$ cat src/rtl/mem_port_16b_pkg.sv
`default_nettype none
// ============================================================================
//  Module   : mem_port_16b_pkg
//  Purpose  : Shared definitions for the 16-bit load/store unit. Holds the
//             FSM state encoding, the access-size codes and the widths of the
//             external byte bus.
//  Ports    : none (package)
//  Revision : 1.0 - initial release
// ============================================================================
package mem_port_16b_pkg;

  // External bus geometry: 16-bit byte address, 8-bit data lane.
  localparam int ADDR_W = 16;
  localparam int DATA_W = 8;
  // Width of the internal load/store data word.
  localparam int WORD_W = 16;

  // Access-size codes carried on req_wide.
  localparam logic ACC_BYTE = 1'b0;
  localparam logic ACC_WORD = 1'b1;

  // Load/store sequencer states.
  typedef enum logic [1:0] {
    ST_IDLE  = 2'd0,
    ST_BYTE0 = 2'd1,
    ST_BYTE1 = 2'd2,
    ST_RESP  = 2'd3
  } state_t;

endpackage : mem_port_16b_pkg
`default_nettype wire

$ cat src/rtl/mem_port_16b_if.sv
`default_nettype none
// ============================================================================
//  Module   : mem_port_16b_if
//  Purpose  : Bundles the request/response handshake with the sequencer and
//             the external 8-bit bus of the load/store unit.
//  Ports    : req_*  - access request from the sequencer
//             rsp_*  - completion pulse, error flag and load result
//             bus_*  - external byte bus (address, data, strobes, ack)
//  Modports : slave  - the load/store unit (serves requests, drives the bus)
//             master - the environment (sequencer plus external device)
//  Revision : 1.0 - initial release
// ============================================================================
interface mem_port_16b_if;
  import mem_port_16b_pkg::*;

  logic              req_valid;
  logic              req_ready;
  logic              req_we;
  logic              req_wide;
  logic [ADDR_W-1:0] req_addr;
  logic [WORD_W-1:0] req_wdata;

  logic              rsp_valid;
  logic              rsp_err;
  logic [WORD_W-1:0] rsp_data;

  logic [ADDR_W-1:0] bus_addr;
  logic [DATA_W-1:0] bus_wdata;
  logic [DATA_W-1:0] bus_rdata;
  logic              bus_rd;
  logic              bus_wr;
  logic              bus_ack;

  modport slave (
    input  req_valid, req_we, req_wide, req_addr, req_wdata,
    input  bus_rdata, bus_ack,
    output req_ready, rsp_valid, rsp_err, rsp_data,
    output bus_addr, bus_wdata, bus_rd, bus_wr
  );

  modport master (
    output req_valid, req_we, req_wide, req_addr, req_wdata,
    output bus_rdata, bus_ack,
    input  req_ready, rsp_valid, rsp_err, rsp_data,
    input  bus_addr, bus_wdata, bus_rd, bus_wr
  );

endinterface : mem_port_16b_if
`default_nettype wire

$ cat src/rtl/mem_port_16b.sv
`default_nettype none
// ============================================================================
//  Module   : mem_port_16b
//  Purpose  : Load/store unit between the 16-bit ALU stage and the 8-bit
//             external bus. Byte or little-endian word accesses; a word is
//             split into two sequential byte cycles (addr, addr+1). Each byte
//             cycle waits for bus_ack, bounded by ACK_TIMEOUT cycles.
//  Params   : ACK_TIMEOUT - max wait cycles per byte before abort (0 = none)
//  Ports    : clk   - core clock, rising edge
//             rst_n - asynchronous active-low reset
//             mp    - request/response/bus bundle (slave view)
//  Revision : 1.0 - initial release
// ============================================================================
module mem_port_16b
  import mem_port_16b_pkg::*;
#(
  parameter int ACK_TIMEOUT = 255
) (
  input  wire logic        clk,
  input  wire logic        rst_n,
  mem_port_16b_if.slave    mp
);

  // Counter must be able to hold ACK_TIMEOUT itself; keep at least one bit.
  localparam int c_cnt_w = (ACK_TIMEOUT > 0) ? $clog2(ACK_TIMEOUT + 1) : 1;
  localparam logic [c_cnt_w-1:0] c_tmo = c_cnt_w'(ACK_TIMEOUT);

  state_t              r_state;
  state_t              w_next;

  logic [ADDR_W-1:0]   r_addr;
  logic [WORD_W-1:0]   r_wdata;
  logic                r_we;
  logic                r_wide;
  logic [DATA_W-1:0]   r_lo;
  logic [WORD_W-1:0]   r_rsp_data;
  logic [c_cnt_w-1:0]  r_cnt;
  logic                r_err;

  logic                w_timeout;
  logic                w_active;

  // Abort condition for the current byte cycle; bus_ack always wins.
  assign w_timeout = (ACK_TIMEOUT != 0) && (r_cnt == c_tmo);

  // --------------------------------------------------------------------------
  // State register
  // --------------------------------------------------------------------------
  always_ff @(posedge clk or negedge rst_n) begin
    if (!rst_n) begin
      r_state <= ST_IDLE;
    end else begin
      r_state <= w_next;
    end
  end

  // --------------------------------------------------------------------------
  // Next-state logic
  // --------------------------------------------------------------------------
  always_comb begin
    w_next = r_state;
    case (r_state)
      ST_IDLE: begin
        if (mp.req_valid) begin
          w_next = ST_BYTE0;
        end
      end
      ST_BYTE0: begin
        if (mp.bus_ack) begin
          w_next = (r_wide == ACC_WORD) ? ST_BYTE1 : ST_RESP;
        end else if (w_timeout) begin
          w_next = ST_RESP;
        end
      end
      ST_BYTE1: begin
        if (mp.bus_ack || w_timeout) begin
          w_next = ST_RESP;
        end
      end
      ST_RESP: begin
        w_next = ST_IDLE;
      end
      default: begin
        w_next = ST_IDLE;
      end
    endcase
  end

  // --------------------------------------------------------------------------
  // Request latch, wait counter, read capture and response data
  // --------------------------------------------------------------------------
  always_ff @(posedge clk or negedge rst_n) begin
    if (!rst_n) begin
      r_addr     <= '0;
      r_wdata    <= '0;
      r_we       <= 1'b0;
      r_wide     <= ACC_BYTE;
      r_lo       <= '0;
      r_rsp_data <= '0;
      r_cnt      <= '0;
      r_err      <= 1'b0;
    end else begin
      case (r_state)
        ST_IDLE: begin
          if (mp.req_valid) begin
            r_addr  <= mp.req_addr;
            r_wdata <= mp.req_wdata;
            r_we    <= mp.req_we;
            r_wide  <= mp.req_wide;
            r_cnt   <= '0;
            r_err   <= 1'b0;
          end
        end
        ST_BYTE0: begin
          if (mp.bus_ack) begin
            r_cnt <= '0;
            if (!r_we) begin
              r_lo <= mp.bus_rdata;
              // Byte loads finish here, so publish the zero-extended result.
              if (r_wide == ACC_BYTE) begin
                r_rsp_data <= {8'h00, mp.bus_rdata};
              end
            end
          end else if (w_timeout) begin
            r_err <= 1'b1;
          end else begin
            r_cnt <= r_cnt + 1'b1;
          end
        end
        ST_BYTE1: begin
          if (mp.bus_ack) begin
            if (!r_we) begin
              r_rsp_data <= {mp.bus_rdata, r_lo};
            end
          end else if (w_timeout) begin
            r_err <= 1'b1;
          end else begin
            r_cnt <= r_cnt + 1'b1;
          end
        end
        default: begin
          // ST_RESP: hold everything; rsp_data stays stable for the pulse.
        end
      endcase
    end
  end

  // --------------------------------------------------------------------------
  // Moore outputs: decoded from registered state only
  // --------------------------------------------------------------------------
  assign w_active     = (r_state == ST_BYTE0) || (r_state == ST_BYTE1);

  assign mp.req_ready = (r_state == ST_IDLE);
  // High byte of a word lives at addr+1; the 16-bit add wraps FFFF -> 0000.
  assign mp.bus_addr  = (r_state == ST_BYTE1) ? (r_addr + 16'd1) : r_addr;
  assign mp.bus_wdata = (r_state == ST_BYTE1) ? r_wdata[15:8] : r_wdata[7:0];
  assign mp.bus_rd    = w_active && !r_we;
  assign mp.bus_wr    = w_active &&  r_we;

  assign mp.rsp_valid = (r_state == ST_RESP);
  assign mp.rsp_err   = (r_state == ST_RESP) && r_err;
  assign mp.rsp_data  = r_rsp_data;

endmodule : mem_port_16b
`default_nettype wire

$ cat src/flat_wrapper.sv
// flat-port wrapper written by rule: the top's interface ports become plain ports
module mem_port_16b_flat import mem_port_16b_pkg::*;
#(
  parameter int ACK_TIMEOUT = 255
)
  (clk, rst_n, mp_req_valid, mp_req_we, mp_req_wide, mp_req_addr, mp_req_wdata, mp_bus_rdata, mp_bus_ack, mp_req_ready, mp_rsp_valid, mp_rsp_err, mp_rsp_data, mp_bus_addr, mp_bus_wdata, mp_bus_rd, mp_bus_wr);
  mem_port_16b_if mp_i ();
  input  wire logic clk;
  input  wire logic rst_n;
  input wire logic [$bits(mp_i.req_valid)-1:0] mp_req_valid;
  input wire logic [$bits(mp_i.req_we)-1:0] mp_req_we;
  input wire logic [$bits(mp_i.req_wide)-1:0] mp_req_wide;
  input wire logic [$bits(mp_i.req_addr)-1:0] mp_req_addr;
  input wire logic [$bits(mp_i.req_wdata)-1:0] mp_req_wdata;
  input wire logic [$bits(mp_i.bus_rdata)-1:0] mp_bus_rdata;
  input wire logic [$bits(mp_i.bus_ack)-1:0] mp_bus_ack;
  output wire logic [$bits(mp_i.req_ready)-1:0] mp_req_ready;
  output wire logic [$bits(mp_i.rsp_valid)-1:0] mp_rsp_valid;
  output wire logic [$bits(mp_i.rsp_err)-1:0] mp_rsp_err;
  output wire logic [$bits(mp_i.rsp_data)-1:0] mp_rsp_data;
  output wire logic [$bits(mp_i.bus_addr)-1:0] mp_bus_addr;
  output wire logic [$bits(mp_i.bus_wdata)-1:0] mp_bus_wdata;
  output wire logic [$bits(mp_i.bus_rd)-1:0] mp_bus_rd;
  output wire logic [$bits(mp_i.bus_wr)-1:0] mp_bus_wr;
  assign mp_i.req_valid = mp_req_valid;
  assign mp_i.req_we = mp_req_we;
  assign mp_i.req_wide = mp_req_wide;
  assign mp_i.req_addr = mp_req_addr;
  assign mp_i.req_wdata = mp_req_wdata;
  assign mp_i.bus_rdata = mp_bus_rdata;
  assign mp_i.bus_ack = mp_bus_ack;
  assign mp_req_ready = mp_i.req_ready;
  assign mp_rsp_valid = mp_i.rsp_valid;
  assign mp_rsp_err = mp_i.rsp_err;
  assign mp_rsp_data = mp_i.rsp_data;
  assign mp_bus_addr = mp_i.bus_addr;
  assign mp_bus_wdata = mp_i.bus_wdata;
  assign mp_bus_rd = mp_i.bus_rd;
  assign mp_bus_wr = mp_i.bus_wr;
  mem_port_16b #(.ACK_TIMEOUT(ACK_TIMEOUT)) u_core (.clk(clk), .rst_n(rst_n), .mp(mp_i));
endmodule
$ cat config.mk
export PLATFORM = sky130hd
export DESIGN_NAME = mem_port_16b_flat
export DESIGN_NICKNAME = d
export VERILOG_FILES = /design/src/rtl/mem_port_16b_pkg.sv /design/src/rtl/mem_port_16b_if.sv /design/src/rtl/mem_port_16b.sv /design/src/flat_wrapper.sv
export SDC_FILE = /design/constraint.sdc
export NUM_CORES = 1
export LEC_CHECK = 0
export CORE_MARGIN = 2
export CORE_UTILIZATION = 49
export CTS_BUF_LIST = sky130_fd_sc_hd__clkbuf_8 sky130_fd_sc_hd__clkbuf_16
export CTS_CLUSTER_SIZE = 8
export DETAILED_ROUTE_END_ITERATION = 16
export GPL_ROUTABILITY_DRIVEN = 1
export PLACE_DENSITY_LB_ADDON = 0.12
export SYNTH_ARGS = -nofsm -noshare
export SYNTH_HDL_FRONTEND = slang
export SYNTH_SLANG_ARGS = --single-unit
$ cat constraint.sdc
create_clock -name clk -period 2.44 [get_ports clk]
set_input_delay 0.366 -clock clk [delete_from_list [all_inputs] [get_ports clk]]
set_output_delay 0.366 -clock clk [all_outputs]
set_load 0.05 [all_outputs]
==> reports/results.ini, run 1 <==
[run_status]
status = complete, no violations

[clocking]
htreeDepth = 3
clock_path_buffers = 2
clk_latency_ps = 340
cts.sinks = 69
postCtsHoldBufs = 0
path_clk_slew_ps = 70
cts_tree = yes
root_buffer = clkbuf_8
cts_buffers = 9

[detailed_routing]
drtPass1Iterations = 4
ant_nets = 0
vias_per_cell = 5.35
vias = 2509
drt_iter0_drc = 77
wl_um = 7080
avgRoutedWirePerCell_um = 15.1
drc = 0

[grt]
grt_max_degree = 70
grt_pass1_wl_um = 11500
grt_usage_pct = 19.5
antenna_found_initial = 0
grt_pass1_vias = 2449
grt_overflow = 0

[synthesis]
synthArstFlopShare_pct = 100
avgSynthCellArea_um2 = 11.8
synth_ff_type = dfrtp_1
yosys-top-cells-area = dfrtp_1 (51%), mux2_2 (15%), nand2_1 (3.5%)
synth_seq_cells = 69
syn_inst = 288
synth_edf_count = 0
synth.yosys.seq_area_share_pct = 50.6
ys_types = 45
ys_warn_count = 0
yosysTopAreaCellShare_pct = 50.6
yosys.area.top_type = dfrtp_1
syn_nets = 340
synth_area_um2 = 3410

[power_and_ir_drop]
p_int_mw = 4.11
swShare_pct = 45.3
total_power_mw = 7.50
cellLeakagePower_nw = 2.13
ir_worst_vdd_v = 0.000963
p_seq_share_pct = 27.4
power_switching_mw = 3.40
power_density_nw_per_um2 = 1540
p_comb_share_pct = 60.1
pwr-share-clk_pct = 12.5

[die]
start_util_pct = 50.5
design.die.area_um2 = 7650
ios = 91
core_um2 = 6760
rows = 30
die_w_um = 87.4
fp.dieH_um = 87.4

[setup_path]
endpoint_kind = primary output
worstPathRequired_ps = 2070
reg2reg_depth = 7
r2r_start = u_core.r_state[1]
crit_type = flip-flop to primary output
worstReg2RegEnd = u_core.r_cnt[0]
reg2reg_slack_ps = 560
start_kind = flip-flop
cp.arrival_ps = 1980
path_max_fanout = 5

[timing]
relSlewSlack_pct = 66.2
rsz0062_at_grt = yes
fin_crit_ps = 2350
tns_ps = 0
hold_viol_final = 0
report.final.slew_viol_count = 0
fmax_ghz = 0.426
min_period_over_period_pct = 96.3
skew_ps = 7.04
setup_viol = 0
fin_ws_ps = 90.7
max_slew.worst_pin.slew_ps = 505

[cells_and_area]
layout_commonest_cell = dfrtp_1
diodes = 0
syn_to_final_growth_pct = 42.5
final_cell_mix = dfrtp_1 (69), clkdlybuf4s50_1 (61), mux2_2 (44), nand2_1 (32), buf_12 (17)
drive_gt1_share_pct = 32.1
final_nets = 436
fin_cells = 469

[placement]
dp_slack_ps = 281
place_hpwl_um = 4950
gp_congestion = 0.798
place_inst = 451
port_buffers = 90

[min_path]
min_path_type = input pin to asynchronous set/reset pin

[run]
max-cap-violations = 0

-- synthesized netlist by cell type (4+ instances only) --
master	number
buf_2	8
a21oi_1	9
nand3_1	6
nand4_1	7
o21ai_0	13
ha_1	6
inv_1	4
mux2i_1	8
nor2_1	10
mux2_1	8
dfrtp_1	69
o21ai_1	6
mux2_2	44
nand2_1	32
xnor2_1	12
-- worst max-delay path, stage by stage, from the launching register on --
cell and delay (ps):
dfrtp_1 420, inv_2 120, ha_4 150, and4_4 230, and2_4 170, nand4_1 160, xnor2_2 230, buf_12 160
-- layout make-up --
cell class                      instances  area, um2
Clock buffer                           10        138
Clock inverter                          6       63.8
Fill cell                             494       1890
Inverter                                4       15.0
Multi-Input combinational cell        203       1710
Sequential cell                        69       1730
Tap cell                               80        100
Timing Repair Buffer                   97       1100
-- per-layer routing --
| layer | vias to the layer above | wire [um] | global-route usage [%] |
|---|---|---|---|
| met2 | 66 | 3470 | 30.5 |
| met4 | 0 | 110 | 7.13 |
| met1 | 1212 | 3190 | 26.6 |
| li1 | 1220 | - | - |
| met5 | - | 0 | 0 |
| met3 | 11 | 314 | 4.45 |
-- state kept, by name, indices dropped and copies added, names as in the netlist --
name	count
u_core.r_wide	1
u_core.mp.rsp_data	16
u_core.r_wdata	16
u_core.r_err	1
u_core.r_we	1
u_core.r_addr	16
u_core.r_state	2
u_core.r_lo	8
u_core.r_cnt	8
-- through the flow --
stage | hold slack, ps | instance area (um2) | util [%]
6_report | 39.9 | 4860 | 72.0
5_1_grt | 68.6 | 4860 | 72.0
4_1_cts | 49.1 | 4810 | 71.1
3_5_place_dp | 425 | 4590 | 67.9
3_3_place_gp | 416 | 4590 | 67.9
2_1_floorplan | 70.4 | 3470 | -
-- what timing repair did --
action | in CTS | in global routing
setup buffers | 0 | 2
gates resized for setup | 6 | 7
endpoints found under the setup margin | 16 | 8
pin swaps | 4 | 2
-- kinds of logic after synthesis --
kind of cell / share of synthesized area [%]
compound gates: 8.95
xor+xnor: 3.85
fa+ha+maj: 2.20
buf+inv: 2.60
flops: 50.6
mux: 19.9
simple gates: 11.8
-- power groups by stage --
stage	registers (mW)	clock network, mW	logic [mW]
2_1_floorplan	2.33	0	2.65
3_3_place_gp	2.03	0	4.41
3_5_place_dp	2.06	0	4.48
4_1_cts	2.04	0.959	4.51
5_1_grt	2.12	1.01	4.77
6_report	2.06	0.936	4.51
-- worst max path at each step --
| stage | slack (ps) | depth (start not counted) | startpoint | endpoint |
|---|---|---|---|---|
| after detailed placement | 280 | 7 | u_core.r_state[0] | mp_bus_addr[8] |
| after floorplan | 0.9 | 7 | u_core.r_state[0] | mp_bus_addr[9] |
| final | 90 | 7 | u_core.r_state[0] | mp_bus_addr[8] |
| after global placement | 350 | 7 | u_core.r_state[0] | mp_bus_addr[9] |
| after CTS | 5 | 7 | u_core.r_state[0] | mp_bus_addr[8] |
| after global routing | -30 | 7 | u_core.r_state[0] | mp_bus_addr[8] |
Note: power is estimated with default switching activity, not from simulation.
==> run 2: changes to the inputs <==
--- a/config.mk
+++ b/config.mk
@@ -5,6 +5,7 @@
 export SDC_FILE = /design/constraint.sdc
 export NUM_CORES = 1
 export LEC_CHECK = 0
+export CORE_ASPECT_RATIO = 1.1
 export CORE_MARGIN = 2
 export CORE_UTILIZATION = 49
 export CTS_BUF_LIST = sky130_fd_sc_hd__clkbuf_8 sky130_fd_sc_hd__clkbuf_16
@@ -12,6 +13,7 @@
 export DETAILED_ROUTE_END_ITERATION = 16
 export GPL_ROUTABILITY_DRIVEN = 1
 export PLACE_DENSITY_LB_ADDON = 0.12
+export SETUP_SLACK_MARGIN = 0.2
 export SYNTH_ARGS = -nofsm -noshare
 export SYNTH_HDL_FRONTEND = slang
 export SYNTH_SLANG_ARGS = --single-unit
==> reports/results.ini, run 2 (synthesis gave the netlist of run 1 again) <==
[die]
core_um2 = 6670
start_util_pct = 51.1
rows = 31
die_w_um = 83.6
design.die.area_um2 = 7650
fp.dieH_um = 91.5
ios = 91

[grt]
grt_pass1_vias = 2516
grt_pass1_wl_um = 12300
grt_usage_pct = 20.1
grt_overflow = 0
grt_max_degree = 49
antenna_found_initial = 0

[setup_path]
path_max_fanout = 4
start_kind = flip-flop
worstPathCellList = inv_2, ha_4, and4_4, buf_4, nand4_1, xnor2_2, buf_12
slowest_stage = dfrtp_1
endpoint_kind = primary output
crit_type = flip-flop to primary output
crit_path_max_incr_delay_ps = 400
cp.arrival_ps = 1930
worstPathRequired_ps = 2070

[run_status]
status = finished with violations
violations = hold timing

[min_path]
min_path_type = input pin to asynchronous set/reset pin

[placement]
port_buffers = 90
place_inst = 453
dp_slack_ps = 284
gp_congestion = 0.815
placed_area_um2 = 4630
place_hpwl_um = 4930

[timing]
max_slew.worst_pin.slew_ps = 533
tns_ps = 0
setup_viol = 0
fin_crit_ps = 2290
relSlewSlack_pct = 64.5
whs_ps = -7.92
fmax_ghz = 0.436
hold_viol_final = 4
rsz0062_at_grt = yes
min_period_over_period_pct = 93.9
skew_ps = 9.69
fin_ws_ps = 148
report.final.slew_viol_count = 0

[power_and_ir_drop]
p_seq_share_pct = 26.8
cellLeakagePower_nw = 2.17
p_int_mw = 4.28
swShare_pct = 44.8
power_density_nw_per_um2 = 1550
power_switching_mw = 3.48
total_power_mw = 7.75
ir_worst_vdd_v = 0.00112
p_comb_share_pct = 59.9
pwr-share-clk_pct = 13.3

[cells_and_area]
utilization_pct = 74.9
layout_commonest_cell = dfrtp_1
drive_gt1_share_pct = 36.8
diodes = 0
final_cell_mix = dfrtp_1 (66), clkdlybuf4s50_1 (60), mux2_2 (44), nand2_1 (31), buf_4 (24)
finalInstanceArea_um2 = 5000
syn_to_final_growth_pct = 46.5
final_nets = 444
fin_cells = 479

[clocking]
path_clk_slew_ps = 80
cts_buffers = 9
cts_tree = yes
root_buffer = clkbuf_8
clock_path_buffers = 2
cts.sinks = 69
htreeDepth = 3
postCtsHoldBufs = 0
clk_latency_ps = 340

[detailed_routing]
avgRoutedWirePerCell_um = 15.5
vias = 2585
wl_um = 7420
drc = 0
ant_nets = 0
drtPass1Iterations = 4
vias_per_cell = 5.40
drt_iter0_drc = 124

[run]
max-cap-violations = 0

run 2: metal layers:
layer	vias up	wire length [um]	track usage (%)
met1	1268	3230	27.9
met5	-	0	0
met3	11	392	5.27
met2	72	3690	31.3
li1	1234	-	-
met4	0	104	5.78
run 2: area by class of cell:
| type | instances | area, um2 |
|---|---|---|
| Clock inverter | 7 | 98.8 |
| Timing Repair Buffer | 105 | 1140 |
| Clock buffer | 9 | 124 |
| Multi-Input combinational cell | 203 | 1780 |
| Fill cell | 457 | 1670 |
| Sequential cell | 69 | 1730 |
| Inverter | 4 | 15.0 |
| Tap cell | 82 | 103 |
run 2: worst max-delay path: cells and delay by family (launching register included):
family,cells,cell delay (ps)
AND/OR/NAND/NOR,2,430
flip-flops,1,400
XOR/XNOR,1,250
buffers and inverters,3,370
adder cells (fa/ha/maj),1,130
run 2: power groups by stage:
stage / registers, mW / logic (mW) / clock network (mW)
after global routing: 2.14 / 4.88 / 1.11
after detailed placement: 2.07 / 4.50 / 0
after CTS: 2.07 / 4.64 / 1.05
after floorplan: 2.35 / 2.69 / 0
after global placement: 2.04 / 4.44 / 0
final: 2.08 / 4.64 / 1.03
run 2: path summary, 6_finish.rpt:
kind	from	slack, ps	cells past startpoint	end
max in group asynchronous	rst_n	1800	2	u_core.r_state[1]
setup / recovery	u_core.r_state[0]	150	7	mp_bus_addr[15]
setup reg to reg	u_core.r_state[0]	400	8	u_core.r_cnt[0]
hold reg to reg	u_core.mp.rsp_data[4]	490	2	u_core.mp.rsp_data[4]
hold / removal	rst_n	-8	1	u_core.mp.rsp_data[3]
min in group clk	u_core.mp.rsp_data[4]	490	2	u_core.mp.rsp_data[4]
run 2: timing repair:
action	4_1_cts	5_1_grt
hold endpoints to repair	0	0
pin swaps	7	6
resized for setup	19	3
endpoints found under the setup margin	27	21
buffers inserted	8	2
